--- config.mk ---
export PLATFORM = sky130hd
export DESIGN_NAME = alu_arbiter
export DESIGN_NICKNAME = d
export VERILOG_FILES = /design/src/rtl/alu_arbiter.sv
export SDC_FILE = /design/constraint.sdc
export NUM_CORES = 1
export LEC_CHECK = 0
export ABC_AREA = 1
export CORE_AREA = 5 5 119 121
export CTS_CLUSTER_SIZE = 20
export DETAILED_ROUTE_END_ITERATION = 6
export DIE_AREA = 0 0 124 126
export PLACE_DENSITY = 0.73
export RECOVER_POWER = 50
export SYNTH_ARGS = -nofsm -noshare
export SYNTH_HDL_FRONTEND = slang
export SYNTH_SLANG_ARGS = --single-unit
--- constraint.sdc ---
create_clock -name i_clk -period 2.75 [get_ports i_clk]
set_input_delay 0.4125 -clock i_clk [delete_from_list [all_inputs] [get_ports i_clk]]
set_output_delay 0.4125 -clock i_clk [all_outputs]
set_load 0.03 [all_outputs]
--- src/rtl/alu_arbiter.sv ---
// Two-requester front end for one shared, registered ALU (1-cycle latency).
// Round-robin grant, one op in flight, and one parked response slot per
// requester that holds its result until that requester consumes it.
module alu_arbiter #(
  parameter int unsigned DATA_WIDTH = 32,
  parameter int unsigned INST_WIDTH = 4
) (
  input  logic                  i_clk,
  input  logic                  i_rst,

  input  logic                  i_req0_valid,
  output logic                  o_req0_ready,
  input  logic [DATA_WIDTH-1:0] i_req0_a,
  input  logic [DATA_WIDTH-1:0] i_req0_b,
  input  logic [INST_WIDTH-1:0] i_req0_inst,

  input  logic                  i_req1_valid,
  output logic                  o_req1_ready,
  input  logic [DATA_WIDTH-1:0] i_req1_a,
  input  logic [DATA_WIDTH-1:0] i_req1_b,
  input  logic [INST_WIDTH-1:0] i_req1_inst,

  output logic                  o_resp0_valid,
  input  logic                  i_resp0_ready,
  output logic [DATA_WIDTH-1:0] o_resp0_data,
  output logic                  o_resp0_overflow,

  output logic                  o_resp1_valid,
  input  logic                  i_resp1_ready,
  output logic [DATA_WIDTH-1:0] o_resp1_data,
  output logic                  o_resp1_overflow,

  output logic                  o_alu_valid,
  output logic [DATA_WIDTH-1:0] o_alu_a,
  output logic [DATA_WIDTH-1:0] o_alu_b,
  output logic [INST_WIDTH-1:0] o_alu_inst,
  input  logic                  i_alu_valid,
  input  logic [DATA_WIDTH-1:0] i_alu_data,
  input  logic                  i_alu_overflow
);

  logic                       inflight_valid_q, inflight_valid_d;
  logic                       inflight_id_q, inflight_id_d;
  logic                       last_grant_q, last_grant_d;
  logic [1:0]                 resp_valid_q, resp_valid_d;
  logic [1:0][DATA_WIDTH-1:0] resp_data_q, resp_data_d;
  logic [1:0]                 resp_ovf_q, resp_ovf_d;

  logic [1:0] req_valid;
  logic [1:0] resp_ready;
  logic [1:0] busy;
  logic [1:0] eligible;
  logic [1:0] grant;
  logic [1:0] complete;

  assign req_valid  = {i_req1_valid, i_req0_valid};
  assign resp_ready = {i_resp1_ready, i_resp0_ready};

  // A requester is busy while its op is in flight or its slot is full and not draining.
  always_comb begin
    busy[0]     = (inflight_valid_q && !inflight_id_q) || (resp_valid_q[0] && !resp_ready[0]);
    busy[1]     = (inflight_valid_q &&  inflight_id_q) || (resp_valid_q[1] && !resp_ready[1]);
    eligible    = req_valid & ~busy;
    complete[0] = i_alu_valid && inflight_valid_q && !inflight_id_q;
    complete[1] = i_alu_valid && inflight_valid_q &&  inflight_id_q;
  end

  // Round-robin grant; no ops are accepted while reset is asserted.
  always_comb begin
    grant = 2'b00;
    if (!i_rst) begin
      unique case (eligible)
        2'b01:   grant = 2'b01;
        2'b10:   grant = 2'b10;
        2'b11:   grant = last_grant_q ? 2'b01 : 2'b10;
        default: grant = 2'b00;
      endcase
    end
  end

  assign o_req0_ready = grant[0];
  assign o_req1_ready = grant[1];

  // Operand mux toward the ALU; zeros when idle.
  always_comb begin
    o_alu_valid = 1'b0;
    o_alu_a     = '0;
    o_alu_b     = '0;
    o_alu_inst  = '0;
    unique case (grant)
      2'b01: begin
        o_alu_valid = 1'b1;
        o_alu_a     = i_req0_a;
        o_alu_b     = i_req0_b;
        o_alu_inst  = i_req0_inst;
      end
      2'b10: begin
        o_alu_valid = 1'b1;
        o_alu_a     = i_req1_a;
        o_alu_b     = i_req1_b;
        o_alu_inst  = i_req1_inst;
      end
      default: ;
    endcase
  end

  // In-flight tracking and round-robin pointer.
  always_comb begin
    inflight_valid_d = |grant;
    inflight_id_d    = inflight_id_q;
    last_grant_d     = last_grant_q;
    if (|grant) begin
      inflight_id_d = grant[1];
      last_grant_d  = grant[1];
    end
  end

  // Response slots: consume clears, a completion for the same slot overrides the clear.
  always_comb begin
    resp_valid_d = resp_valid_q;
    resp_data_d  = resp_data_q;
    resp_ovf_d   = resp_ovf_q;
    for (int k = 0; k < 2; k++) begin
      if (resp_valid_q[k] && resp_ready[k]) begin
        resp_valid_d[k] = 1'b0;
      end
      if (complete[k]) begin
        resp_valid_d[k] = 1'b1;
        resp_data_d[k]  = i_alu_data;
        resp_ovf_d[k]   = i_alu_overflow;
      end
    end
  end

  // State registers with synchronous reset; reset drops any in-flight result.
  always_ff @(posedge i_clk) begin
    if (i_rst) begin
      inflight_valid_q <= 1'b0;
      inflight_id_q    <= 1'b0;
      last_grant_q     <= 1'b1;
      resp_valid_q     <= '0;
      resp_data_q      <= '0;
      resp_ovf_q       <= '0;
    end else begin
      inflight_valid_q <= inflight_valid_d;
      inflight_id_q    <= inflight_id_d;
      last_grant_q     <= last_grant_d;
      resp_valid_q     <= resp_valid_d;
      resp_data_q      <= resp_data_d;
      resp_ovf_q       <= resp_ovf_d;
    end
  end

  assign o_resp0_valid    = resp_valid_q[0];
  assign o_resp0_data     = resp_data_q[0];
  assign o_resp0_overflow = resp_ovf_q[0];
  assign o_resp1_valid    = resp_valid_q[1];
  assign o_resp1_data     = resp_data_q[1];
  assign o_resp1_overflow = resp_ovf_q[1];

endmodule
==> results_tabular.tex <==
\begin{tabular}{lr}
\hline
Metric & Value \\
\hline
\multicolumn{2}{l}{\textbf{Power}} \\
\quad Leakage power & 0.00297 uW \\
\quad Peak ir drop on the vdd network & 0.000455 V \\
\quad Power per standard cell area & 433 mW/mm\^{}2 \\
\multicolumn{2}{l}{\textbf{Setup path}} \\
\quad Worst setup SP type & input pin \\
\quad Crit Path Category & in -> out \\
\quad Setup crit end kind & primary output \\
\quad First element of the critical path & i\_resp1\_ready \\
\quad Data required, critical path & 2.34 ns \\
\quad Worst Path Max Fanout & 17 \\
\quad Worst Path Arrival & 2.33 ns \\
\quad Path depth of the worst reg2reg path & 4 \\
\quad Critical register-to-register path startpoint & inflight\_id\_q \\
\multicolumn{2}{l}{\textbf{STA}} \\
\quad Fin. Hold Viols & 0 \\
\quad Share of the cycle needed by the critical path after routing & 0.995 \\
\quad Number of pins with negative max-slew slack in the final report & 0 \\
\quad Final clock skew & 0.00991 ns \\
\quad Post-route worst hold slack & 0.460 ns \\
\quad Final number of setup-violating endpoints & 0 \\
\quad Final worst-path setup slack & 0.0125 ns \\
\quad Peak clock frequency supported by timing & 0.365 GHz \\
\quad Transition time at the pin with the least slew margin & 0.705 ns \\
\quad Headroom to the max-slew limit & 0.528 \\
\quad Unrepaired setup endpoints after global routing & yes \\
\quad Time the final worst path needs with I/O delays and setup & 2.74 ns \\
\quad Setup TNS & 0 ns \\
\multicolumn{2}{l}{\textbf{Min path}} \\
\quad Hold wc startpoint & o\_resp1\_data[11] \\
\quad Hold/Removal Path Class & reg -> reg \\
\quad Hold path cells & 2 \\
\multicolumn{2}{l}{\textbf{Clocking}} \\
\quad Count of H-tree levels built during CTS & 3 \\
\quad Clock-pin slew of the registers on the worst-case setup and hold paths & 0.06 ns \\
\quad Root Driver & sky130\_fd\_sc\_hd\_\_clkbuf\_16 \\
\quad TritonCTS clock tree & yes \\
\quad Hold-fix buffers at CTS & 0 \\
\quad Clock latency at the later pin of the worst-skew pair & 0.33 ns \\
\quad CTS sink cnt & 71 \\
\quad Inserted Clock Buffers & 9 \\
\quad Longest Clk Path Bufs & 2 \\
\multicolumn{2}{l}{\textbf{Floorplan}} \\
\quad Die Y-Extent & 126 um \\
\quad Overall die area & 0.0156 sq mm \\
\quad DIE WIDTH & 124 um \\
\quad Core area & 0.0130 sq mm \\
\quad Number of placed I/O pins & 315 \\
\quad Starting density of the core & 0.279 \\
\quad Standard-cell row count & 42 \\
\multicolumn{2}{l}{\textbf{Final layout}} \\
\quad Final design area excluding fillers & 0.00785 sq mm \\
\quad Layout filler cell count & 1179 \\
\quad Number of nets in the final layout & 1060 \\
\quad Area occupied by registers & 0.00142 sq mm \\
\quad Post-synthesis to final-layout area growth & 117\% \\
\quad Multi-input logic area & 0.00211 sq mm \\
\quad Share of final-layout standard cells stronger than drive strength 1 & 0.214 \\
\quad Final cell count without fillers & 1063 \\
\multicolumn{2}{l}{\textbf{Place}} \\
\quad Sum of net half-perimeters after detailed placement & 15200 um \\
\quad Weighted congestion at the end of routability-driven global placement & 0.894 \\
\quad Total cell area at the placement stage & 0.00699 sq mm \\
\quad Number of port buffers & 314 \\
\quad Setup slack at placement & -0.0547 ns \\
\quad Post-placement cell count & 1035 \\
\multicolumn{2}{l}{\textbf{Logic synthesis}} \\
\quad Post-Syn Area per Cell & 6.53 sq um \\
\quad Cell type with the highest aggregate area in the netlist & sky130\_fd\_sc\_hd\_\_dfxtp\_1 \\
\quad Area share of the leading cell type in the synthesized netlist & 0.392 \\
\quad Net Count, Synth & 734 \\
\quad Number of warnings printed during yosys synthesis & 0 \\
\quad Fraction of the yosys area taken by sequential cells & 0.392 \\
\quad Mapped Area & 0.00362 sq mm \\
\quad Synthesized netlist cell count & 555 \\
\quad Number of storage elements in the synthesis netlist & 71 \\
\quad Top cells by area in the synthesized netlist & sky130\_fd\_sc\_hd\_\_dfxtp\_1 39\%, sky130\_fd\_sc\_hd\_\_nand2\_1 18\%, sky130\_fd\_sc\_hd\_\_a21oi\_1 14\% \\
\quad Number of distinct standard cells referenced by the synthesized netlist & 22 \\
\multicolumn{2}{l}{\textbf{Global route}} \\
\quad Wire length of the first global-routing pass & 28100 um \\
\quad Residual overflow from global routing & 0 \\
\quad GRT Overall Usage & 0.235 \\
\quad Via count of the first global-routing pass & 4876 \\
\quad Pin count of the biggest net entering global routing & 37 \\
\quad Initial antenna violation count & 1 \\
\multicolumn{2}{l}{\textbf{Routing}} \\
\quad Total via count after detailed routing & 5060 \\
\quad DRT iter0 DRCs & 169 \\
\quad Antenna viol nets, final & 0 \\
\quad Number of vias per cell & 4.76 \\
\quad Pre-antenna DRT Iters & 5 \\
\quad DRC viols & 0 \\
\quad Detail-routed net length per standard cell & 19.4 um \\
\quad Aggregate routed wire length & 20600 um \\
\multicolumn{2}{l}{\textbf{Outcome}} \\
\quad Outcome & finished, final reports clean \\
\multicolumn{2}{l}{\textbf{Run}} \\
\quad Total of max-cap violations & 0 \\
\hline
\end{tabular}
==> cell usage after synthesis <==
| cell type | n |
|---|---|
| sky130_fd_sc_hd__clkbuf_1 | 9 |
| sky130_fd_sc_hd__nor2_2 | 1 |
| sky130_fd_sc_hd__nor2_1 | 69 |
| sky130_fd_sc_hd__inv_1 | 8 |
| sky130_fd_sc_hd__o21ai_2 | 1 |
| sky130_fd_sc_hd__nor2_4 | 1 |
| sky130_fd_sc_hd__buf_6 | 6 |
| sky130_fd_sc_hd__o21ai_0 | 28 |
| sky130_fd_sc_hd__buf_2 | 14 |
| sky130_fd_sc_hd__nand3_1 | 37 |
| sky130_fd_sc_hd__buf_1 | 3 |
| sky130_fd_sc_hd__a21oi_1 | 103 |
| sky130_fd_sc_hd__buf_4 | 13 |
| sky130_fd_sc_hd__inv_2 | 3 |
| sky130_fd_sc_hd__o21ai_1 | 5 |
| sky130_fd_sc_hd__nand4_1 | 1 |
| sky130_fd_sc_hd__clkbuf_4 | 1 |
| sky130_fd_sc_hd__a21oi_2 | 1 |
| sky130_fd_sc_hd__nand2_2 | 2 |
| sky130_fd_sc_hd__nand2_1 | 175 |
| sky130_fd_sc_hd__ha_1 | 3 |
| sky130_fd_sc_hd__dfxtp_1 | 71 |
==> state kept, by name, summed over array words and instances (netlist names) <==
name              flops
last_grant_q          1
o_resp0_data         32
o_resp1_data         32
inflight_id_q         1
resp_ovf_q            2
resp_valid_q          2
inflight_valid_q      1
==> metrics by stage <==
step	util	total power, uW
floorplan	-	1480
global placement	0.538	2030
detailed placement	0.538	2030
CTS	0.568	3310
global route	0.605	3510
finish	0.605	3400
==> critical path, stage by stage <==
cell and delay (ns):
sky130_fd_sc_hd__clkdlybuf4s50_1 0.48, sky130_fd_sc_hd__nor2_2 0.06, sky130_fd_sc_hd__nor2_4 0.13, sky130_fd_sc_hd__inv_2 0.06, sky130_fd_sc_hd__o21ai_4 0.22, sky130_fd_sc_hd__ha_4 0.23
sky130_fd_sc_hd__bufbuf_16 0.31, sky130_fd_sc_hd__nand2_1 0.07, sky130_fd_sc_hd__a21oi_1 0.15, sky130_fd_sc_hd__buf_4 0.20
==> logic make-up after synthesis <==
logic type / Yosys count / synth area share
adders and majority gates: 3 / 0.0104
AOI/OAI and AO/OA: 138 / 0.193
buffers and inverters: 57 / 0.0908
DFF: 71 / 0.392
and+or+nand+nor: 286 / 0.314
==> what timing repair did <==
action / in CTS / in global routing
resized for setup: 9 / 72
pin swaps: 0 / 11
gates cloned: 1 / 6
endpoints found under the setup margin: 8 / 68
buffers inserted: 0 / 4
endpoints found under the hold margin: 0 / 0
==> power breakdown <==
group / internal, uW / leakage [uW] / switching (uW) / total [uW]
clock network: 800 / 0.000149 / 464 / 1260
registers: 1060 / 0.000575 / 18.8 / 1080
logic: 533 / 0.00224 / 523 / 1060
total: 2390 / 0.00297 / 1010 / 3400
==> metal layers <==
layer	vias up	GRT usage	wire length [um]
li1	2457	-	-
met1	2329	0.259	7560
met2	229	0.407	10200
met3	45	0.0861	2060
met4	0	0.0902	794
met5	-	0	0
==> cell usage in the layout (no fill, tap or decap), drive strengths merged, types with 2 or more instances in the layout <==
cell type      instances
nor2                  71
dfxtp                 71
bufinv                 2
nand3                 37
nand2                177
buf                  109
dlymetal6s2s           2
clkdlybuf4s50        243
o21ai                 34
ha                     3
inv                   12
clkbuf                16
clkinvlp               2
a21oi                104
==> final cells by class <==
cell class,count,share of cell area
antenna,1,0.000319
clock buffer,10,0.0292
clock inverter,6,0.0118
inverter,11,0.00558
multi-input combinational,427,0.269
sequential,71,0.181
tap,176,0.0281
timing repair buffer,361,0.475
==> path summary, 6_finish.rpt <==
path                       to  slack (ns)
max               o_alu_a[22]        0.01
min          o_resp1_data[11]        0.46
max reg2reg  o_resp1_data[12]        1.04
min reg2reg  o_resp1_data[11]        0.46
Note: power is estimated with default switching activity, not from simulation.
